[config.mk]
export PLATFORM = sky130hd
export DESIGN_NAME = ddr_init_seq
export DESIGN_NICKNAME = d
export VERILOG_FILES = /design/src/rtl/ddr_init_seq.sv
export SDC_FILE = /design/constraint.sdc
export NUM_CORES = 1
export LEC_CHECK = 0
export ABC_AREA = 1
export BUFFER_PORTS_ARGS = -buffer_cell sky130_fd_sc_hd__buf_4
export CAP_MARGIN = 20
export CORE_AREA = 2 2 74 76
export DETAILED_ROUTE_END_ITERATION = 7
export DIE_AREA = 0 0 76 78
export GPL_TIMING_DRIVEN = 0
export PLACE_DENSITY = 0.77
export SLEW_MARGIN = 15
export SYNTH_ARGS = -nofsm -noshare
export SYNTH_HDL_FRONTEND = slang
export SYNTH_SLANG_ARGS = --single-unit
[constraint.sdc]
create_clock -name sys_clk -period 3.37 [get_ports sys_clk]
set_clock_uncertainty 0.05 [all_clocks]
set_input_delay 0.674 -clock sys_clk [delete_from_list [all_inputs] [get_ports sys_clk]]
set_output_delay 0.674 -clock sys_clk [all_outputs]
set_load 0.01 [all_outputs]
[src/rtl/ddr_init_seq.sv]
`default_nettype none
// +--------------------------------------------------------------------------+
// | ddr_init_seq : DDR SDRAM bring-up sequencer, Wishbone write master that   |
// |                replays the controller/SDRAM init steps into csrbrg.       |
// | Optional feature macro: DDRINIT_TIMEOUT_EN (ack timeout + ERR state).     |
// | Revision: 1.0                                                             |
// +--------------------------------------------------------------------------+
module ddr_init_seq #(
   parameter logic [31:0] csr_base        = 32'h4000_2000,
   parameter logic [15:0] power_up_cycles = 16'd5150,
   parameter logic [7:0]  ack_timeout     = 8'd255
) (
   input  logic        sys_clk,
   input  logic        sys_rst_n,
   input  logic        restart,
   output logic [31:0] wb_adr_o,
   output logic [31:0] wb_dat_o,
   output logic [3:0]  wb_sel_o,
   output logic        wb_cyc_o,
   output logic        wb_stb_o,
   output logic        wb_we_o,
   input  logic        wb_ack_i,
   output logic        busy,
   output logic        done,
   output logic        error,
   output logic [4:0]  step
);

   typedef enum logic [2:0] {
      S_PWR  = 3'd0,
      S_WR   = 3'd1,
      S_GAP  = 3'd2,
      S_DONE = 3'd3
`ifdef DDRINIT_TIMEOUT_EN
      , S_ERR = 3'd4
`endif
   } state_t;

   typedef struct packed {
      logic [3:0]  off;
      logic [31:0] dat;
      logic [7:0]  gap;
   } rom_t;

   localparam logic [4:0] LAST_STEP = 5'd17;
   localparam logic [3:0] OFF_CTRL  = 4'h0;
   localparam logic [3:0] OFF_CMD   = 4'h4;
   localparam logic [3:0] OFF_DLY   = 4'hc;

   // The CMD<-0x8 entries (steps 4,6,...,16) are the default arm.
   function automatic rom_t rom_entry(input logic [4:0] idx);
      rom_t e;
      e = '{OFF_CMD, 32'h0000_0008, 8'd1};
      case (idx)
         5'd0:    e = '{OFF_CTRL, 32'h0000_0001, 8'd1};
         5'd1:    e = '{OFF_DLY,  32'h0000_0001, 8'd1};
         5'd2:    e = '{OFF_CTRL, 32'h0000_0007, 8'd1};
         5'd3:    e = '{OFF_CMD,  32'h0000_400b, 8'd1};
         5'd5:    e = '{OFF_CMD,  32'h0002_000f, 8'd1};
         5'd7:    e = '{OFF_CMD,  32'h0000_123f, 8'd100};
         5'd9:    e = '{OFF_CMD,  32'h0000_400b, 8'd1};
         5'd11:   e = '{OFF_CMD,  32'h0000_000d, 8'd4};
         5'd13:   e = '{OFF_CMD,  32'h0000_000d, 8'd4};
         5'd15:   e = '{OFF_CMD,  32'h0000_021f, 8'd100};
         5'd17:   e = '{OFF_CTRL, 32'h0000_0004, 8'd1};
         default: ;
      endcase
      return e;
   endfunction

   state_t      state_q, state_d;
   logic [15:0] cnt_q, cnt_d;
   logic [4:0]  step_q, step_d;
   logic        stb_q, stb_d;
   logic [31:0] adr_q, adr_d;
   logic [31:0] dat_q, dat_d;
   logic        busy_q, busy_d;
   logic        done_q, done_d;
   rom_t        cur, nxt;

   always_comb begin
      state_d = state_q;
      cnt_d   = cnt_q;
      step_d  = step_q;
      cur     = rom_entry(step_q);
      case (state_q)
         S_PWR: begin
            if (cnt_q == power_up_cycles) begin
               state_d = S_WR;
               cnt_d   = 16'd1;
            end else begin
               cnt_d = cnt_q + 16'd1;
            end
         end
         S_WR: begin
            if (wb_ack_i) begin
               state_d = S_GAP;
               cnt_d   = 16'd1;
            end
`ifdef DDRINIT_TIMEOUT_EN
            else if (cnt_q == {8'd0, ack_timeout}) begin
               state_d = S_ERR;
            end else begin
               cnt_d = cnt_q + 16'd1;
            end
`endif
         end
         S_GAP: begin
            // cnt_q equals the number of low-strobe cycles already spent.
            if (cnt_q == {8'd0, cur.gap}) begin
               if (step_q == LAST_STEP) begin
                  state_d = S_DONE;
               end else begin
                  state_d = S_WR;
                  step_d  = step_q + 5'd1;
                  cnt_d   = 16'd1;
               end
            end else begin
               cnt_d = cnt_q + 16'd1;
            end
         end
         S_DONE: begin
            if (restart) begin
               state_d = S_WR;
               step_d  = 5'd0;
               cnt_d   = 16'd1;
            end
         end
`ifdef DDRINIT_TIMEOUT_EN
         S_ERR: begin
            if (restart) begin
               state_d = S_WR;
               step_d  = 5'd0;
               cnt_d   = 16'd1;
            end
         end
`endif
         default: state_d = S_PWR;
      endcase

      // Outputs are precomputed from the next state so they leave flops.
      nxt    = rom_entry(step_d);
      stb_d  = (state_d == S_WR);
      adr_d  = stb_d ? (csr_base + {28'd0, nxt.off}) : 32'd0;
      dat_d  = stb_d ? nxt.dat : 32'd0;
      busy_d = (state_d == S_PWR) || (state_d == S_WR) || (state_d == S_GAP);
      done_d = (state_d == S_DONE);
   end

   always_ff @(posedge sys_clk) begin
      if (!sys_rst_n) begin
         state_q <= S_PWR;
         cnt_q   <= 16'd0;
         step_q  <= 5'd0;
         stb_q   <= 1'b0;
         adr_q   <= 32'd0;
         dat_q   <= 32'd0;
         busy_q  <= 1'b1;
         done_q  <= 1'b0;
      end else begin
         state_q <= state_d;
         cnt_q   <= cnt_d;
         step_q  <= step_d;
         stb_q   <= stb_d;
         adr_q   <= adr_d;
         dat_q   <= dat_d;
         busy_q  <= busy_d;
         done_q  <= done_d;
      end
   end

`ifdef DDRINIT_TIMEOUT_EN
   logic error_q;

   always_ff @(posedge sys_clk) begin
      if (!sys_rst_n) begin
         error_q <= 1'b0;
      end else begin
         error_q <= (state_d == S_ERR);
      end
   end

   assign error = error_q;
`else
   logic unused_ack_timeout;
   assign unused_ack_timeout = ^ack_timeout;
   assign error = 1'b0;
`endif

   assign wb_adr_o = adr_q;
   assign wb_dat_o = dat_q;
   assign wb_sel_o = 4'hf;
   assign wb_cyc_o = stb_q;
   assign wb_stb_o = stb_q;
   assign wb_we_o  = stb_q;
   assign busy     = busy_q;
   assign done     = done_q;
   assign step     = step_q;

endmodule
`default_nettype wire

# Word level (Yosys, flattened, before mapping)
# Cells that the tools add are included.
[op_classes] addsub=3 n_eq_ne=31 mux=18 n_reduce_logical=13
[ops] op="$pmux W44 S9" n=1
[ops] op="$mux W16" n=5
[ops] op="$pmux W16 S4" n=1
[ops] op="$pmux W7 S9" n=1
[ops] op="$eq A5 B4 Y1 const B" n=8
[ops] op="$add A31 B4 Y32 const A" n=1
[ops] op="$eq A5 B2 Y1 const B" n=4
[ops] op="$eq A5 B3 Y1 const B" n=4
[ops] op="$add A16 B1 Y16 const B" n=1
[ops] op="$eq A16 B13 Y1 const B" n=1
[ops] op="$eq A16 B8 Y1" n=1
[ops] op="$mux W5" n=3
[ops] op="$eq A3 B2 Y1 const B" n=4
[ops] op="$mux W3" n=4
[ops] op="$pmux W3 S4" n=1
[ops] op="$eq A5 B1 Y1 const B" n=2
[ops] op="$eq A5 B5 Y1 const B" n=2
[ops] op="$logic_not A5 Y1" n=2
[ops] op="$pmux W5 S2" n=1
[ops] op="$reduce_or A2 Y1" n=4
[ops] op="$eq A3 B1 Y1 const B" n=2
[ops] op="$logic_not A3 Y1" n=2
[ops] op="$add A5 B1 Y5 const B" n=1
[ops] op="$ne A2 B2 Y1 const B" n=2
[ops] op="6 further kinds" n=7
[word_totals] register_bits=91 in_bits=4

# Longest topological paths before layout
[depth] depth_word=10 ltp_mapped=21

# Worst setup path before layout
# OpenSTA, ideal clock, no wires.
[synth_path] path_kind="flip-flop to flip-flop" startpoint="reg step_q[0] (netlist: step[0])" endpoint="reg adr_q[2] (netlist: wb_adr_o[2])" setup_time_ps=132 arrival_ps=2209 required_time_ps=3188 path_slack_ps=979 stages_incl_launch_ff=20 n_path_buf=0 synth_period_minus_slack_ps=2391 cell_sequence="dfxtp_1 > ha_1 > nand2_1 > nor2_1 > ha_1 > inv_1 > nand2_1 > nand2_2 > a21oi_4 > nand2_2 > nor2_4 > nand3_1 > nand2_2 > inv_2 > nor2_2 > nand3_1 > nand2_1 > nor2_2 > nand3_1 > a21oi_1"
[synth_via] elab_chain_len=10
[synth_rtl] item="start: declaration" line="73" text="logic [4:0] step_q, step_d;"
[synth_rtl] item="start signal: assignment" line="163" text="step_q <= step_d;"
[synth_rtl] item="$eq A5 B4 Y1 or $eq A5 B2 Y1 (tied branches)" line="54" text="case (idx)"
[synth_rtl] item="$reduce_or A2 Y1 (no line)"
[synth_rtl] item="$pmux W7 S9" line="54"
[synth_rtl] item="$eq A16 B8 Y1" line="110" text="if (cnt_q == {8'd0, cur.gap}) begin"
[synth_rtl] item="$mux W5" line="110"
[synth_rtl] item="$pmux W5 S2" line="86" text="case (state_q)"
[synth_rtl] item="$eq A5 B4 Y1 or $eq A5 B2 Y1 (tied branches)" line="54"
[synth_rtl] item="$reduce_or A2 Y1 (no line)"
[synth_rtl] item="$pmux W44 S9" line="54"
[synth_rtl] item="$add A31 B4 Y32" line="144" text="adr_d = stb_d ? (csr_base + {28'd0, nxt.off}) : 32'd0;"
[synth_rtl] item="end signal: assignment" line="165" text="adr_q <= adr_d;"
[synth_rtl] item="end: declaration" line="75" text="logic [31:0] adr_q, adr_d;"
# Several ways; a longest one is shown, not always the timed one.
# A chain may end at the register's enable or synchronous reset.

# Worst setup path in the final report
[layout_path] startpoint="reg step_q[0] (netlist: step[0])" endpoint="reg dat_q[3] (netlist: wb_dat_o[3])"
[layout_via] elab_chain_len=9
[layout_rtl] item="$eq A5 B4 Y1 or $eq A5 B2 Y1 (tied branches)" line="54"
[layout_rtl] item="$reduce_or A2 Y1 (no line)"
[layout_rtl] item="$pmux W7 S9" line="54"
[layout_rtl] item="$eq A16 B8 Y1" line="110"
[layout_rtl] item="$mux W5" line="110"
[layout_rtl] item="$pmux W5 S2" line="86"
[layout_rtl] item="$eq A5 B4 Y1 or $eq A5 B2 Y1 (tied branches)" line="54"
[layout_rtl] item="$reduce_or A2 Y1 (no line)"
[layout_rtl] item="$pmux W44 S9" line="54"
[layout_rtl] item="end signal: assignment" line="166" text="dat_q <= dat_d;"
[layout_rtl] item="end: declaration" line="76" text="logic [31:0] dat_q, dat_d;"
# Several ways; a longest one is shown, not always the timed one.

==> flow_summary.rst <==
.. list-table::
   :header-rows: 1

   * - Metric
     - Value
   * - Combinational share of power
     - 0.109
   * - Global-route congestion overflow total
     - 0
   * - Vias per Instance
     - 4.28
   * - Reg-to-Reg Start
     - step[0]
   * - Post-synthesis register bit count
     - 38
   * - Via count of the first global-routing pass
     - ~2.0k
   * - Wire length of the first global-routing pass
     - roughly 8400 µm
   * - Path type of the worst min-delay path
     - reg2reg
   * - Top library cells by usage in the layout, fill and taps aside
     - 87 x sky130_fd_sc_hd__buf_4, 56 x sky130_fd_sc_hd__conb_1, 50 x sky130_fd_sc_hd__nand2_1, 43 x sky130_fd_sc_hd__inv_1, 40 x sky130_fd_sc_hd__nor2_1
   * - Clock tree from TritonCTS
     - built
   * - Number of H-tree levels
     - 2
   * - Max capacitance violation total
     - 0
   * - Net Switching
     - between 0.2 and 0.25 mW
   * - Overall via count from detail_route
     - approximately 2.2k
   * - Flip-flop and latch area
     - 761 µm²
   * - Hold path depth
     - 2
   * - Routability-driven placement congestion ratio
     - around 0.9
   * - Placed cell count
     - between 500 and 600
   * - Req. time, crit path
     - 3.49 ns
   * - Total of buffers placed on input and output ports
     - 27
   * - Synthesized area
     - 0.00251 mm²
   * - Reg2Reg Capture Point
     - wb_dat_o[3]
   * - Maximum net fanout on the critical path
     - 7
   * - CTS Sinks
     - 38
   * - Utilization after layout
     - 0.622
   * - First drt pass iteration count
     - 4
   * - Maximum number of pins on one net before global-route repair
     - 14
   * - Post-synthesis instance total
     - approximately 360
   * - Total negative setup slack
     - 0 ns
   * - Number of max-slew violations in the final report
     - 0
   * - Number of inserted diodes
     - 0
   * - Leakage Power
     - 1.58 nW
   * - Vertical extent of the die
     - between 70 and 80 µm
   * - Starting DRT DRC Count
     - 91
   * - Worst hold path endpoint
     - cnt_q[13]
   * - Number of cells in the finished layout apart from fillers
     - just over 500
   * - Total Die Area
     - between 0.005 and 0.006 mm²
   * - WP data arrival
     - 2.83 ns
   * - DRC Markers
     - 0
   * - Tmin final
     - 2.70 ns
   * - Total GRT Usage
     - 0.170
   * - Number of different library cells in the post-synthesis netlist
     - 37
   * - Post-CTS Setup Bufs
     - 0
   * - Length in cells of the worst reg-to-reg path
     - 19
   * - Register-to-register setup slack
     - about 0.67 ns
   * - Fin crit share
     - 0.802
   * - Post-route antenna net violation count
     - 0
   * - Transition time of the tightest slew-check pin
     - about 0.5 ns
   * - Power density of the placed cells
     - approximately 330 mW/mm²
   * - Final Cell Area
     - ~0.0031 mm²
   * - Die W
     - between 70 and 80 µm
   * - Post-route total power
     - roughly 1.0 mW
   * - Final net count
     - about 450
   * - Final routed wire length divided by cell count
     - 9.66 µm
   * - Yosys synthesis warning count
     - 0
   * - Gates resized, CTS repair
     - 0
   * - Number of rows in the core area
     - 26
   * - Internal power consumption
     - between 0.8 and 0.9 mW
   * - Clk network pwr share
     - 0.454
   * - Antenna violations before repair
     - 0
   * - Placed cell area
     - between 0.002 and 0.003 mm²
   * - Endpoints failing hold
     - 0
   * - Setup repair after global routing missed its margin
     - no
   * - Clock-pin slew reported for the worst setup and hold paths after clock tree synthesis
     - 0.09 ns
   * - Most frequent standard cell in the layout excluding fill and tap cells
     - sky130_fd_sc_hd__buf_4
   * - Crit path kind
     - reg2reg
   * - Kind of capture point of the worst setup path
     - flip-flop
   * - Maximum root-to-sink buffer count
     - 2
   * - Starting density of the core
     - 0.497
   * - Worst slew slack as a fraction of its limit
     - 0.668
   * - Share of power burned in registers
     - 0.437
   * - Cell at the root of the clock tree
     - sky130_fd_sc_hd__clkbuf_8
   * - Final Setup Violations
     - 0
   * - Combined area of the multi-input logic cells
     - about 0.0013 mm²
   * - Post-DP HPWL
     - 3960 µm
   * - Final routed wirelength across all metal layers
     - approximately 5000 µm
   * - Total CTS buffers
     - 5
   * - Fillers
     - 471
   * - Fraction of final layout cells sized beyond drive strength 1
     - 0.286
   * - Number of top-level pins
     - slightly above 80
   * - Max frequency
     - between 0.3 and 0.4 GHz
   * - Switching Share
     - 0.231
   * - Source of the worst hold timing path
     - cnt_q[13]
   * - Status
     - finished, final reports clean
   * - Count of hold-fix buffers inserted at cts
     - 0
   * - Core area
     - roughly 0.0050 mm²
   * - Sequential-to-total area share from yosys stat
     - 0.304
   * - Skew-Pair Late Insertion Delay
     - around 0.3 ns
   * - Startpoint Class
     - flip-flop
   * - IR drop worst, VDD
     - 0.221 mV
   * - Average size of a mapped cell
     - just over 7 µm²
   * - Layout area overhead
     - 25.2%
-- worst max-delay path by stage --
| stage | from | endpoint | slack, ns | cells after the start |
|---|---|---|---|---|
| after floorplan | step[0] | wb_adr_o[2] | 0.98 | 19 |
| after global placement | step[0] | wb_adr_o[2] | 0.75 | 17 |
| after detailed placement | step[0] | wb_dat_o[3] | 0.74 | 18 |
| after CTS | step[0] | wb_dat_o[3] | 0.69 | 19 |
| after global routing | step[0] | wb_adr_o[2] | 0.35 | 19 |
| final | step[0] | wb_dat_o[3] | 0.67 | 19 |
-- cell usage after synthesis (all sizes together) --
library cell / instances / area, µm²
buf: 61 / 455
nand2: 61 / 257
nor2: 49 / 230
inv: 48 / 180
dfxtp: 38 / 761
nand3: 23 / 125
a21oi: 16 / 95.1
o21ai: 13 / 68.8
nor3: 9 / 50.1
nor4: 6 / 37.5
ha: 5 / 62.6
nand4: 5 / 31.3
nor3b: 4 / 30.0
a211oi: 2 / 15.0
a31oi: 2 / 12.5
conb: 2 / 7.51
xnor2: 2 / 17.5
xor2: 2 / 17.5
clkbuf: 1 / 3.75
nand3b: 1 / 7.51
o211a: 1 / 10.0
o22a: 1 / 8.76
o311ai: 1 / 8.76
o31ai: 1 / 7.51
or2: 1 / 6.26
-- flip-flops by register name (all words and copies together) (netlist names) --
register	flops
step	5
wb_adr_o	3
wb_dat_o	8
wb_cyc_o	1
state_q	3
cnt_q	16
done	1
busy	1
-- layer usage --
metal  global-route usage  wire [µm]  vias to the layer above
li1                     -          -                     1191
met1                0.193       2090                      944
met2                0.316       2530                       57
met3               0.0372        275                        9
met4               0.0582         72                        0
met5                    0          0                        -
-- per-stage QoR --
step / hold slack, ns / worst slack, ns
floorplan: 0.398 / 0.979
global placement: 0.425 / 0.747
detailed placement: 0.438 / 0.737
CTS: 0.451 / 0.688
global route: 0.483 / 0.354
finish: 0.450 / 0.667
-- kinds of logic (layout without fill, tap and decap cells) --
kind of cell    count (synthesis)  after routing  share of synthesized area
simple gates                  159            159                      0.309
flops                          38             38                      0.304
compound gates                 37             37                     0.0904
fa+ha+maj                       5              5                     0.0250
xor+xnor                        4              4                     0.0140
other cells                     2             56                    0.00300
buf+inv                       110            145                      0.255
-- layout make-up --
class | count | share of cell area
clock inverter | 3 | 0.0219
sequential | 38 | 0.243
timing repair buffer | 27 | 0.0646
multi-input combinational | 261 | 0.417
buffer | 62 | 0.146
clock buffer | 5 | 0.0219
inverter | 48 | 0.0574
tap | 70 | 0.0279
-- power groups by stage --
stage | combinational, mW | clock (mW) | sequential, mW
after floorplan | 0.100 | 0 | 0.465
after global placement | 0.109 | 0 | 0.466
after detailed placement | 0.110 | 0 | 0.466
after CTS | 0.110 | 0.479 | 0.455
after global routing | 0.125 | 0.499 | 0.456
final | 0.113 | 0.473 | 0.455
-- worst max-delay path, cell delays in order, from the launching register on --
cell,delay [ns]
sky130_fd_sc_hd__dfxtp_1,0.44
sky130_fd_sc_hd__ha_1,0.21
sky130_fd_sc_hd__nand2_1,0.09
sky130_fd_sc_hd__nor2_1,0.10
sky130_fd_sc_hd__ha_1,0.16
sky130_fd_sc_hd__inv_1,0.05
sky130_fd_sc_hd__nand2_1,0.07
sky130_fd_sc_hd__nand2_2,0.06
sky130_fd_sc_hd__a21oi_4,0.21
sky130_fd_sc_hd__nand2_2,0.12
sky130_fd_sc_hd__nor2_4,0.11
sky130_fd_sc_hd__nand3_1,0.09
sky130_fd_sc_hd__nand2_2,0.17
sky130_fd_sc_hd__inv_2,0.06
sky130_fd_sc_hd__nor2_1,0.16
sky130_fd_sc_hd__nand2_1,0.08
sky130_fd_sc_hd__nand2_1,0.09
sky130_fd_sc_hd__nand2_2,0.07
sky130_fd_sc_hd__nand3_1,0.11
sky130_fd_sc_hd__a21oi_1,0.07
No activity file was read; power rests on OpenSTA's default activity.
